--- src/rtl/tile_addr_gen.sv ---
// Expands one (i, j, k) tile triple into A/B operand row reads and, on the last
// reduction step, C write-back rows for a TILE x TILE systolic array.
module tile_addr_gen #(
    parameter int ROW_M  = 8,
    parameter int TILE   = 4,
    parameter int ADDR_W = 8,
    parameter int A_BASE = 0,
    parameter int B_BASE = 64,
    parameter int C_BASE = 128,
    localparam int IDX_W = $clog2(ROW_M)
) (
    input  logic              clk,
    input  logic              reset,
    input  logic              tile_valid,
    output logic              tile_ready,
    input  logic [IDX_W-1:0]  index_i,
    input  logic [IDX_W-1:0]  index_j,
    input  logic [IDX_W-1:0]  index_k,
    input  logic              tiles_done,
    output logic              rd_en,
    output logic              rd_sel,
    output logic [ADDR_W-1:0] rd_addr,
    output logic              acc_clr,
    output logic              wb_en,
    output logic [ADDR_W-1:0] wb_addr,
    output logic              busy,
    output logic              done
);
    localparam int NB      = ROW_M / TILE;
    localparam int TILE_LG = $clog2(TILE);
    localparam int RC_W    = (TILE > 1) ? $clog2(TILE) : 1;

    localparam logic [IDX_W-1:0]  IDX_MASK = ~IDX_W'(TILE - 1);
    localparam logic [IDX_W-1:0]  K_LAST   = IDX_W'(ROW_M - TILE);
    localparam logic [RC_W-1:0]   RC_LAST  = RC_W'(TILE - 1);
    localparam logic [ADDR_W-1:0] NB_A     = ADDR_W'(NB);

    typedef enum logic [1:0] {IDLE, LOAD_A, LOAD_B, WB} state_t;

    state_t            state_q, state_d;
    logic [RC_W-1:0]   rc_q, rc_d;
    logic [IDX_W-1:0]  i_q, i_d, j_q, j_d, k_q, k_d;
    logic              last_q, last_d;
    logic              done_q, done_d;
    logic              init_q;

    logic [ADDR_W-1:0] a_addr, b_addr, c_addr;

    always_ff @(posedge clk or negedge reset) begin
        if (!reset) begin
            state_q <= IDLE;
            rc_q    <= '0;
            i_q     <= '0;
            j_q     <= '0;
            k_q     <= '0;
            last_q  <= 1'b0;
            done_q  <= 1'b0;
            init_q  <= 1'b0;
        end else begin
            state_q <= state_d;
            rc_q    <= rc_d;
            i_q     <= i_d;
            j_q     <= j_d;
            k_q     <= k_d;
            last_q  <= last_d;
            done_q  <= done_d;
            init_q  <= 1'b1;
        end
    end

    always_comb begin
        state_d = state_q;
        rc_d    = rc_q + RC_W'(1);
        i_d     = i_q;
        j_d     = j_q;
        k_d     = k_q;
        last_d  = last_q;
        done_d  = done_q;
        unique case (state_q)
            IDLE: begin
                rc_d = '0;
                // An offered triple wins over tiles_done so it is never dropped.
                if (tile_valid && tile_ready) begin
                    i_d     = index_i & IDX_MASK;
                    j_d     = index_j & IDX_MASK;
                    k_d     = index_k & IDX_MASK;
                    last_d  = ((index_k & IDX_MASK) == K_LAST);
                    state_d = LOAD_A;
                end else if (tiles_done && !tile_valid) begin
                    done_d = 1'b1;
                end
            end
            LOAD_A: begin
                if (rc_q == RC_LAST) begin
                    rc_d    = '0;
                    state_d = LOAD_B;
                end
            end
            LOAD_B: begin
                if (rc_q == RC_LAST) begin
                    rc_d    = '0;
                    state_d = last_q ? WB : IDLE;
                end
            end
            WB: begin
                if (rc_q == RC_LAST) begin
                    rc_d    = '0;
                    state_d = IDLE;
                end
            end
            default: begin
                rc_d    = '0;
                state_d = IDLE;
            end
        endcase
    end

    // Word address = base + row * words_per_row + column_block, wrapping at ADDR_W.
    assign a_addr = ADDR_W'(A_BASE) + (ADDR_W'(i_q) + ADDR_W'(rc_q)) * NB_A
                    + ADDR_W'(k_q >> TILE_LG);
    assign b_addr = ADDR_W'(B_BASE) + (ADDR_W'(k_q) + ADDR_W'(rc_q)) * NB_A
                    + ADDR_W'(j_q >> TILE_LG);
    assign c_addr = ADDR_W'(C_BASE) + (ADDR_W'(i_q) + ADDR_W'(rc_q)) * NB_A
                    + ADDR_W'(j_q >> TILE_LG);

    assign tile_ready = (state_q == IDLE) && init_q && !done_q;
    assign rd_en      = (state_q == LOAD_A) || (state_q == LOAD_B);
    assign rd_sel     = (state_q == LOAD_B);
    assign rd_addr    = (state_q == LOAD_A) ? a_addr :
                        (state_q == LOAD_B) ? b_addr : '0;
    assign acc_clr    = (state_q == LOAD_A) && (rc_q == '0) && (k_q == '0);
    assign wb_en      = (state_q == WB);
    assign wb_addr    = (state_q == WB) ? c_addr : '0;
    assign busy       = (state_q != IDLE);
    assign done       = done_q;

endmodule

--- config.mk ---
export PLATFORM = sky130hd
export DESIGN_NAME = tile_addr_gen
export DESIGN_NICKNAME = d
export VERILOG_FILES = /design/src/rtl/tile_addr_gen.sv
export SDC_FILE = /design/constraint.sdc
export NUM_CORES = 1
export LEC_CHECK = 0
export CAP_MARGIN = 5
export CORE_ASPECT_RATIO = 1.1
export CORE_UTILIZATION = 25
export DETAILED_ROUTE_END_ITERATION = 7
export HOLD_SLACK_MARGIN = 0.12
export PLACE_DENSITY = 0.69
export SYNTH_ARGS = -nofsm -noshare
export SYNTH_HDL_FRONTEND = slang
export SYNTH_SLANG_ARGS = --single-unit
--- constraint.sdc ---
create_clock -name clk -period 1.5 [get_ports clk]
set_input_delay 0.45 -clock clk [delete_from_list [all_inputs] [get_ports clk]]
set_output_delay 0.45 -clock clk [all_outputs]
set_load 0.02 [all_outputs]
==> After elaboration in Yosys (flattened, before gate mapping) <==
Index checks and enable logic that the tools add are counted.
{ "totals": {"regBits": 9, "output_inout_bits": 23, "word_cells": 52, "inputBits": 13} }
{ "classes": {"bitwise": 1, "addsub": 8, "n_eq_ne": 8, "muxes": 11, "n_reduce_logical": 17} }
{ "ops": {"columns": ["operator", "n"], "rows": [
  ["8-bit by 1-bit adder with 8-bit output", 3],
  ["8-bit 2-to-1 mux", 3],
  ["2-bit 2-to-1 mux", 6],
  ["3-bit by 2-bit adder with 4-bit output", 2],
  ["7-bit by 5-bit adder with 8-bit output (first input constant)", 1],
  ["8-bit by 5-bit adder with 8-bit output (first input constant)", 1],
  ["2-bit case mux with 4 select lines", 1],
  ["2-bit == test (second input constant)", 3],
  ["1-bit logical AND", 6],
  ["2-bit logical NOT", 2],
  ["2-bit by 1-bit inequality test with 1-bit output (second input constant)", 2],
  ["2-bit inequality test (second input constant)", 2],
  ["2-bit case mux with 2 select lines", 1],
  ["4-bit AND reduction", 1],
  ["3-bit logical NOT", 1],
  ["3-bit AND reduction", 1],
  ["3-bit OR reduction", 1],
  ["2-bit by 1-bit adder with 2-bit output (second input constant)", 1],
  ["2-bit by 1-bit == test with 1-bit output (second input constant)", 1],
  ["1-bit logical NOT", 2],
  ["2-bit AND reduction", 1],
  ["2-bit nonzero test", 1],
  ["1-bit logical OR", 1],
  ["1-bit NOT", 1]
]} }

==> Logic depth before layout (Yosys ltp) <==
{ "logic_depth": {"ltp_word": 6, "mapped_depth": 6, "ltp_nobuf": 5} }

==> Worst setup path after synthesis <==
OpenSTA, ideal clock, no wires.
{ "synth_path": {"path_type": "reg-to-output", "start": "register state_q[0]", "end": "output rd_addr[0]", "n_path_buf": 0, "arrival_ps": 1322, "required_time_ps": 1050, "slack_ps": -272, "path_stages_with_launch": 5, "cell_sequence": "dfrtp_1 inv_1 ha_1 nand2_1 o21ai_1"} }
{ "synth_via": {"elab_chain_cells": 3, "elab_cells_between_ends": 4, "classes_between": "eq/ne (2); mux (2)"} }
{ "synth_lines": {"columns": ["element", "line", "text"], "rows": [
  ["from (decl)", "40", "state_t state_q, state_d;"],
  ["from (signal assigned)", "60", "state_q <= state_d;"],
  ["2-bit == test", null, null],
  ["named net rd_sel", "21", "output logic rd_sel,"],
  ["8-bit 2-to-1 mux", "130", "(state_q == LOAD_B) ? b_addr : '0;"],
  ["8-bit 2-to-1 mux", "129", "assign rd_addr = (state_q == LOAD_A) ? a_addr :"],
  ["to (decl)", "22", "output logic [ADDR_W-1:0] rd_addr,"]
]} }
The timed path passes the listed nets, and every way through them passes these cells.

==> Worst setup path after layout <==
{ "layout_path": {"start": "register state_q[1]", "end": "output acc_clr"} }
{ "layout_via": {"elab_chain_cells": 3} }
{ "layout_lines": {"columns": ["element", "line", "text"], "rows": [
  ["2-bit by 1-bit == test with 1-bit output", "131", "assign acc_clr = (state_q == LOAD_A) && (rc_q == '0) && (k_q == '0);"],
  ["1-bit logical AND (2 in series)", "131", null],
  ["to (decl)", "23", "output logic acc_clr,"]
]} }
Every way passes these cells.

==> results_dict.tcl <==
set metrics [dict create \
    grt_start_max_net_pins 10 \
    r2r_slack_ps -140 \
    clk_latency_ps 270 \
    cts_tree "done" \
    synth-async-reset-ratio 1.00 \
    synth_top_area_frac 0.354 \
    dp.cells 136 \
    dieWidth_um 50.1 \
    cts.path.max_buffers 2 \
    grt_pass1_vias 558 \
    drt_iter0_drc 1 \
    portBuffers 23 \
    power_density_mw_per_mm2 2220 \
    drc 0 \
    syn_inst 68 \
    end_kind "output pin" \
    finalHoldViolations 0 \
    die_area_mm2 0.00275 \
    cpMaxStageDelayCell "dfrtp_1" \
    maxCapViolations 0 \
    cts-htree-levels 1 \
    synthFlopType "dfrtp_1" \
    synthAdderAreaFrac 0.118 \
    fin_util 0.502 \
    synth_compound_area_frac 0.130 \
    yosysMostFrequentCell "nand2_1" \
    nNetsFinal 134 \
    cts_num_sinks 9 \
    ys_ff_latch 9 \
    clk_pin_slew_ps 70 \
    ant_nets 0 \
    violations "negative setup slack" \
    cts_buffers 3 \
    syn2layout_area_growth_pct 83.3 \
    fin_crit_sh 1.18 \
    antenna_found_initial 0 \
    synth_top_family_by_area "simple AND/OR/NAND/NOR gates" \
    cp_num_buf_inv 2 \
    hold_buffers 0 \
    synth-edff-count 0 \
    setup_viol 19 \
    die_h_um 54.9 \
    ir_worst_vdd_v 0.00107 \
    whs_ps 477 \
    num_rows 18 \
    synth_xor_area_frac 0 \
    final_design_area_no_fill_mm2 0.00116 \
    required_ps 1050 \
    finalMaxSlewViolations 0 \
    arrival_ps 1330 \
    avgSynthCellArea_um2 9.35 \
    dp_hpwl_mm 1.22 \
    max_stage_delay_ps 410 \
    hold_class "input port to asynchronous set/reset pin" \
    critPathLaunchType "flip-flop" \
    crit_family "flip-flops" \
    fin_skew_ps 10.0 \
    synthTopCellsByArea "dfrtp_1, ha_1, buf_4" \
    fin_ws_ps -276 \
    overflow 0 \
    reg2reg_to "last_q$_DFFE_PN0P_" \
    synth_common_cells "nand2_1, dfrtp_1, buf_4, ha_1, inv_1" \
    ys_seq_area_frac 0.354 \
    initial_core_util 0.274 \
    outcome "complete, but fails checks" \
    place_area_mm2 0.00103 \
    synth_simple_gate_area_frac 0.215 \
    yosys_warnings 0 \
    netlist_area_um2 636 \
    ioPinCount 36 \
    yosysUniqueCellTypes 23 \
    leakage_nw 0.555 \
    antenna_cells 0 \
    routabilityCongestion 0.694 \
    r2r-start "state_q[1]$_DFFE_PN0P_" \
    instances_no_fill 144 \
    clockRootBuffer "clkbuf_4" \
    yosys.area.top_type "dfrtp_1" \
    avgRoutedWirePerCell_um 11.2 \
    fmax_ghz 0.563 \
    synthMuxAreaShare 0.0236 \
    path_cells "inv_2, ha_4, and3b_2, buf_6" \
    detailedRoute.firstPassIterationCount 3 \
    rsz0062_at_grt "true" \
    criticalPathCategory "flip-flop to output pin" \
    core_mm2 0.00232 \
    path_max_fanout 7 \
    via_per_inst 4.13 \
    grt_pass1_wl_mm 2.51 \
    drive_gt1_frac 0.596 \
    period_needed_ps 1780 \
    reg2regPathDepth 6 \
    grt_usage 0.130 \
    routed_wl_mm 1.61 \
    vias 594 \
]
[what timing repair did]
item / CTS / global route
gates resized for setup: 100 / 12
endpoints found under the setup margin: 22 / 22
setup buffers: 2 / 2
pin swaps: 7 / 5
[metal layers]
layer	share of wire	up-vias	global-route usage
met5	0	-	0
li1	-	299	-
met1	0.40	270	0.121
met3	0.055	4	0.0306
met4	0.019	0	0.0714
met2	0.53	21	0.262
[cell usage in the layout, fill, tap and decap left out, drive strengths merged, types with 2 or more instances in the layout]
| master | instances |
|---|---|
| ha | 6 |
| nor3 | 2 |
| o221ai | 2 |
| inv | 6 |
| and2 | 4 |
| nand2 | 11 |
| a21boi | 3 |
| clkbuf | 4 |
| o21ai | 3 |
| dfrtp | 9 |
| clkdlybuf4s50 | 6 |
| nor2 | 4 |
| buf | 39 |
| conb | 7 |
[power by group]
| group | leakage [nW] | switching (W) | total, W | internal (W) |
|---|---|---|---|---|
| clock | 0.0150 | 0.0000923 | 0.000195 | 0.000103 |
| combinational | 0.433 | 0.000922 | 0.00197 | 0.00105 |
| sequential | 0.108 | 0.0000826 | 0.000424 | 0.000341 |
[stage by stage]
| stage | setup TNS (ps) | setup slack, ps | power [W] |
|---|---|---|---|
| 6_report | -3680 | -276 | 0.00259 |
| 5_1_grt | -4720 | -327 | 0.00277 |
| 2_1_floorplan | -100 | -34.0 | 0.00132 |
| 3_5_place_dp | -7430 | -490 | 0.00204 |
| 4_1_cts | -3530 | -288 | 0.00243 |
| 3_3_place_gp | -6930 | -444 | 0.00200 |
[worst max-delay path by stage]
stage	startpoint	to	depth (start not counted)
6_report	state_q[1]$_DFFE_PN0P_	acc_clr	4
3_5_place_dp	state_q[1]$_DFFE_PN0P_	rd_addr[1]	5
2_1_floorplan	state_q[0]$_DFFE_PN0P_	last_q$_DFFE_PN0P_	5
4_1_cts	state_q[0]$_DFFE_PN0P_	acc_clr	4
5_1_grt	state_q[1]$_DFFE_PN0P_	rd_addr[3]	5
3_3_place_gp	state_q[0]$_DFFE_PN0P_	busy	5
[flip-flops by register name, indices dropped and copies added (netlist names)]
signal and flops:
done 1, last_q 1, state_q 2, rc_q 2, init_q 1, i_q 1, j_q 1
[kinds of logic (layout without fill, tap and decap cells)]
| kind of cell | after synthesis | in the layout |
|---|---|---|
| and+or+nand+nor | 25 | 25 |
| other | 2 | 7 |
| adders and majority gates | 6 | 6 |
| AOI/OAI and AO/OA | 10 | 10 |
| buffers and inverters | 15 | 56 |
| muxes | 1 | 1 |
| DFF | 9 | 9 |
[cell type report]
cell class | instances | area [µm²]
Sequential cell | 9 | 225
Tap cell | 30 | 37.5
Inverter | 6 | 25.0
Clock buffer | 4 | 26.3
Timing Repair Buffer | 46 | 415
Fill cell | 215 | 1150
Multi-Input combinational cell | 49 | 435
Power figures use the tool's default switching activity.
